--- config.mk ---
export PLATFORM = sky130hd
export DESIGN_NAME = char_scroller
export DESIGN_NICKNAME = d
export VERILOG_FILES = /design/src/rtl/char_scroller.sv
export SDC_FILE = /design/constraint.sdc
export NUM_CORES = 1
export LEC_CHECK = 0
export ABC_AREA = 1
export CORE_MARGIN = 1
export CORE_UTILIZATION = 46
export CTS_CLUSTER_DIAMETER = 120
export CTS_CLUSTER_SIZE = 14
export DETAILED_ROUTE_END_ITERATION = 10
export PLACE_DENSITY_LB_ADDON = 0.08
export SLEW_MARGIN = 20
export SYNTH_ARGS = -nofsm -noshare
export SYNTH_HDL_FRONTEND = slang
export SYNTH_SLANG_ARGS = --single-unit
--- constraint.sdc ---
create_clock -name Clock -period 1.4 [get_ports Clock]
set_input_delay 0.14 -clock Clock [delete_from_list [all_inputs] [get_ports Clock]]
set_output_delay 0.14 -clock Clock [all_outputs]
set_load 0.005 [all_outputs]
--- src/rtl/char_scroller.sv ---
// Rotating four-character 7-segment display stage with prescaled auto-rotation
// and edge-detected manual stepping.
module char_scroller #(
  parameter int unsigned TICK_DIV = 50_000_000
) (
  input  logic       Clock,
  input  logic       Reset,
  input  logic [1:0] C0,
  input  logic [1:0] C1,
  input  logic [1:0] C2,
  input  logic [1:0] C3,
  input  logic       run,
  input  logic       step,
  input  logic       dir,
  output logic [6:0] HEX0,
  output logic [6:0] HEX1,
  output logic [6:0] HEX2,
  output logic [6:0] HEX3,
  output logic [1:0] sel,
  output logic       tick
);

  localparam int unsigned CW = (TICK_DIV > 2) ? $clog2(TICK_DIV) : 1;
  localparam logic [CW-1:0] CNT_MAX = CW'(TICK_DIV - 1);
  localparam logic [6:0] SEG_OFF = 7'b1111111;

  typedef enum logic {BLANK, SHOW} state_t;

  state_t        state, state_nxt;
  logic [CW-1:0] cnt;
  logic          step_q;
  logic [1:0]    offset, offset_nxt;
  logic [7:0]    chars;
  logic          stp, adv;
  logic [6:0]    hex_nxt [4];

  // Active-low segment patterns, bit order {g,f,e,d,c,b,a}
  function automatic logic [6:0] enc(input logic [1:0] code);
    case (code)
      2'b00:   enc = 7'b0100001;
      2'b01:   enc = 7'b0000110;
      2'b10:   enc = 7'b1111001;
      default: enc = SEG_OFF;
    endcase
  endfunction

  assign chars = {C3, C2, C1, C0};
  assign stp   = step & ~step_q;
  assign adv   = (run & tick) | (~run & stp);
  assign sel   = offset;

  // Next state, next offset and next segment patterns
  always_comb begin
    state_nxt  = state;
    offset_nxt = offset;
    for (int k = 0; k < 4; k++) hex_nxt[k] = SEG_OFF;
    case (state)
      BLANK: begin
        offset_nxt = 2'd0;
        if (run | stp) state_nxt = SHOW;
      end
      SHOW: begin
        if (adv) offset_nxt = dir ? offset - 2'd1 : offset + 2'd1;
        // HEXk shows C[(k - offset) mod 4], so a rising offset scrolls text left
        for (int k = 0; k < 4; k++)
          hex_nxt[k] = enc(chars[{2'(k) - offset, 1'b0} +: 2]);
      end
      default: state_nxt = BLANK;
    endcase
  end

  always_ff @(posedge Clock) begin
    if (Reset) begin
      state  <= BLANK;
      offset <= 2'd0;
      cnt    <= '0;
      tick   <= 1'b0;
      step_q <= 1'b0;
      HEX0   <= SEG_OFF;
      HEX1   <= SEG_OFF;
      HEX2   <= SEG_OFF;
      HEX3   <= SEG_OFF;
    end else begin
      state  <= state_nxt;
      offset <= offset_nxt;
      step_q <= step;
      if (run) begin
        cnt  <= (cnt == CNT_MAX) ? '0 : cnt + CW'(1);
        tick <= (cnt == CNT_MAX);
      end else begin
        cnt  <= '0;
        tick <= 1'b0;
      end
      HEX0 <= hex_nxt[0];
      HEX1 <= hex_nxt[1];
      HEX2 <= hex_nxt[2];
      HEX3 <= hex_nxt[3];
    end
  end

endmodule

# Word-level counts from Yosys, hierarchy flattened
# Index checks and enable logic that the tools add are counted.
# totals
regBits	59
in_bits	13
output_inout_bits	31
wordCells	54
# op_classes
add_sub_neg	7
n_eq_ne	10
shift	4
n_mux	9
bitwise_logic	8
n_reduce_logical	7
# ops
op	count
7-bit one-hot mux with 3 select lines	4
8-bit by 4-bit indexed part select with 2-bit output	4
26-bit by 1-bit adder with 26-bit output (second input constant)	1
26-bit equality test (second input constant)	1
2-bit by 1-bit equality test with 1-bit output (second input constant)	4
2-bit equality test (second input constant)	4
2-bit logical NOT	4
2-bit 2-to-1 mux	2
2-bit one-hot mux with 2 select lines	1
2-bit OR reduction	2
1-bit by 2-bit subtractor with 2-bit output (first input constant)	2
2-bit subtractor (first input constant)	2
1-bit AND	3
1-bit inverter	3
3-bit OR reduction	1
2-bit by 1-bit adder with 2-bit output (second input constant)	1
1-bit 2-to-1 mux	2
2-bit by 1-bit inequality test with 1-bit output (second input constant)	1
1-bit OR	2
2-bit by 1-bit subtractor with 2-bit output (second input constant)	1

# Longest topological paths before layout
# depth
ltp_word	6
ltp_mapped	9
depth_no_buf	9

# Least setup slack after synthesis
# No wires, ideal clock.
# synth_timing
kind	reg2reg
from	reg cnt[0]
to	reg cnt[14]
setup_ns	0.115
t_arrival_ns	1.217
required_time_ns	1.285
slack_ns	0.069
stages_incl_launch_ff	10
path_buffers	1
synth_period_minus_slack_ns	1.331
path_cell_list	dfxtp_1 ha_1 nand3_2 inv_2 nand2_1 nor2_1 nand3_2 nand2_4 buf_6 nor2_1
# synth_via
elab_chain_cells	2
elab_cells_between_ends	3
cone_classes	add/sub (1); eq/ne (1); reduce/logical (1)
# synth_rtl
element	line	rtl
start: declaration	30	logic [CW-1:0] cnt;
start signal: assignment	88	cnt <= (cnt == CNT_MAX) ? '0 : cnt + CW'(1);
parallel branches: the longest is 2 deep, another holds 26-bit by 1-bit adder with 26-bit output	--	
# Several ways; the timed one is not identified.
# A chain may end at the register's enable or synchronous reset.

# Worst setup path after layout
# layout_timing
from	reg cnt[0]
to	reg cnt[18]
# Same word-level chain as after synthesis.

==> results by group <==
CTS
  – Root Buffer: clkbuf_8
  – Num CTS Buffers: 5
  – Hold buffers post-CTS: 0
  – Clk buf depth: 2
  – CTS tree: built
  – Clock transition at the registers of the reported paths: 0.09 ns
  – H-tree levels: 2
  – Clk_lat worst skew: 0.30 ns
  – Clock Sink Count: 43

STA
  – Final Setup Violations: 0
  – Slew margin rel.: 76.4%
  – Worst slew pin tran: 0.350 ns
  – Slew Viols, Final: 0
  – RSZ-0062 raised after global routing: true
  – Max Fclk: 0.718 GHz
  – Post-route minimum period: 1.39 ns
  – Final hold viol count: 0
  – Worst Skew: 0.0104 ns
  – Fin Setup TNS: 0 ns
  – Hold slack: 0.386 ns
  – Final period util: 99.5%

Setup path
  – Setup crit start kind: flip-flop
  – CP Capture Type: flip-flop
  – R2R cell count: 9
  – R2R Path End: cnt[18]
  – Req. time, crit path: 1.60 ns
  – CP max FO: 7
  – Arrival @ worst endpoint: 1.59 ns
  – Critical R2R Launch: cnt[0]
  – WS Path Type: flip-flop to flip-flop
  – R2r setup slk: 0.007 ns

Global routing
  – First-pass GRT wire length: 7240 µm
  – Largest net degree at the start of global routing: 17
  – Initial antenna violation count: 0
  – Vias in the first global route: 1666
  – GRT overflow: 0
  – GRT Resource Usage Total: 18.0%

Floorplan
  – Width of the die: 71.0 µm
  – Die area: 5040 µm²
  – Ports: 44
  – Die H: 71.0 µm
  – Row count: 24
  – Initial Util: 48.9%
  – Core area: 4470 µm²

Power
  – Power Density: 832 nW/µm²
  – Power, Total: 2.45 mW
  – VDD IR max: 0.729 mV
  – Pleak: 1.09 nW

Placement
  – PortBufs: 43
  – DP Wirelength: 3500 µm
  – Final RePlAce weighted congestion: 0.828

Synth
  – Number of distinct library cells after synthesis: 28
  – Yosys reg bits: 43
  – Yosys warns: 0
  – Synth area leader: dfxtp_1
  – Cell count after synthesis: 313
  – Synth top area cells: dfxtp_1, nand2_1, nor2_1
  – Most used DFF post-synth: dfxtp_1
  – Commonest cells in the netlist: nand2_1, nor2_1, dfxtp_1, inv_1
  – Share of the synthesized area in the top cell type: 39.3%
  – Dominant cell by count in the synthesized netlist: nand2_1
  – Synth Cell Area: 2190 µm²
  – Post-synth EDFFs: 0
  – Post-synth net total: 327
  – Post-Syn Area per Cell: 7.00 µm²
  – Ys async rst share: 0%
  – Post-synthesis sequential area ratio: 39.3%

Flow run
  – Maxcap violations: 0

Detailed routing
  – DR pass1 iterations: 7
  – DRC errors left: 3
  – Via-per-instance ratio: 4.91
  – Iter 0 DRT Violations: 138
  – DRT antenna net count: 0
  – Final WL: 4720 µm
  – Drt wl/cell: 11.4 µm
  – Total number of vias: 2031

Min path
  – Hold path endpoint: step_q
  – Worst hold path depth: 3
  – Hold path start: step
  – Hold Path Class: input port to flip-flop

Final layout
  – Area growth from synthesis to layout: 34.5%
  – Diodes inserted: 0
  – Share of layout cells above drive strength 1: 22.1%
  – Layout Nets: 375

Status
  – Status: complete, but fails checks
  – Failing checks: design-rule violations
## worst max-delay path, cell delays in order, from the launching register on
cell and delay [ns]:
dfxtp_2 0.36, ha_4 0.15, nand3_4 0.08, inv_2 0.07
nand2_2 0.06, nor2_2 0.11, nand3_2 0.08, nand2_4 0.15
clkbuf_16 0.18, nor2_1 0.04
## registers in the layout (all words and copies together) (netlist names)
signal  flops
cnt        26
HEX0        3
HEX1        3
HEX2        3
HEX3        3
sel         2
state       1
step_q      1
tick        1
## placed cells by master (no fill, tap or decap), types with 3 or more instances in the layout
master           count
nand2_1             72
nor2_1              47
clkdlybuf4s50_1     42
dfxtp_1             35
inv_1               24
nor2_2              20
o21ai_0             16
nand3_1             16
buf_4               14
xnor2_1              8
dfxtp_2              7
a21oi_1              6
or2_2                5
xor2_1               5
clkbuf_8             5
inv_2                4
nand2_2              4
nor2_4               3
buf_12               3
## routing by layer
metal	up-vias	GRT usage, %	routed length, µm	share of wire [%]
li1	1045	-	-	-
met1	927	25.7	2380	51
met2	49	27.6	2030	43
met3	10	3.42	213	4.5
met4	0	5.56	87	1.8
met5	-	0	0	0
## power by group
part | switching, mW | internal, mW | leakage (nW)
sequential | 0.0219 | 1.26 | 0.354
combinational | 0.152 | 0.217 | 0.696
clock | 0.444 | 0.357 | 0.0408
## per-stage QoR
step	instance area, µm²	util, %	instances	setup WS (ns)
final	2940	65.8	414	0.00674
after global routing	2940	65.8	414	-0.0438
after CTS	2760	61.7	409	0.00363
after detailed placement	2660	59.4	401	0.0361
after global placement	2660	59.4	401	0.0164
after floorplan	2190	-	313	0.0688
## timing repair
| action | 4_1_cts | 5_1_grt |
|---|---|---|
| endpoints found under the hold margin | 0 | 0 |
| setup buffers | 0 | 3 |
| pin swaps | 0 | 7 |
| cloned | 0 | 2 |
| gates resized for setup | 4 | 37 |
| setup endpoints to repair | 2 | 30 |
## how the worst max path moves through the flow
| stage | startpoint | to | slack [ns] | depth (start not counted) |
|---|---|---|---|---|
| after CTS | sel[0] | sel[0] | 0.004 | 2 |
| after global placement | C1[0] | HEX3[2] | 0.02 | 4 |
| final | cnt[0] | cnt[18] | 0.007 | 9 |
| after global routing | cnt[15] | cnt[18] | -0.04 | 8 |
| after floorplan | cnt[0] | cnt[14] | 0.07 | 9 |
| after detailed placement | C1[0] | HEX3[2] | 0.04 | 4 |
## logic make-up after synthesis
group	Yosys count	synth area share, %
AND/OR/NAND/NOR	177	34.7
AO/OA/AOI/OAI	28	6.63
XOR/XNOR	14	6.46
adder cells (fa/ha/maj)	1	0.571
buffers and inverters	50	12.3
flip-flops	43	39.3
## area by class of cell
class                   count  area, µm²
multi-input cells         220       1150
clock buffers               5       68.8
repair buffers             63        659
clock inverters             3       23.8
fillers                   413       1530
flip-flops and latches     43        873
inverters                  28        105
well taps                  52       65.1
Power figures use the tool's default switching activity.
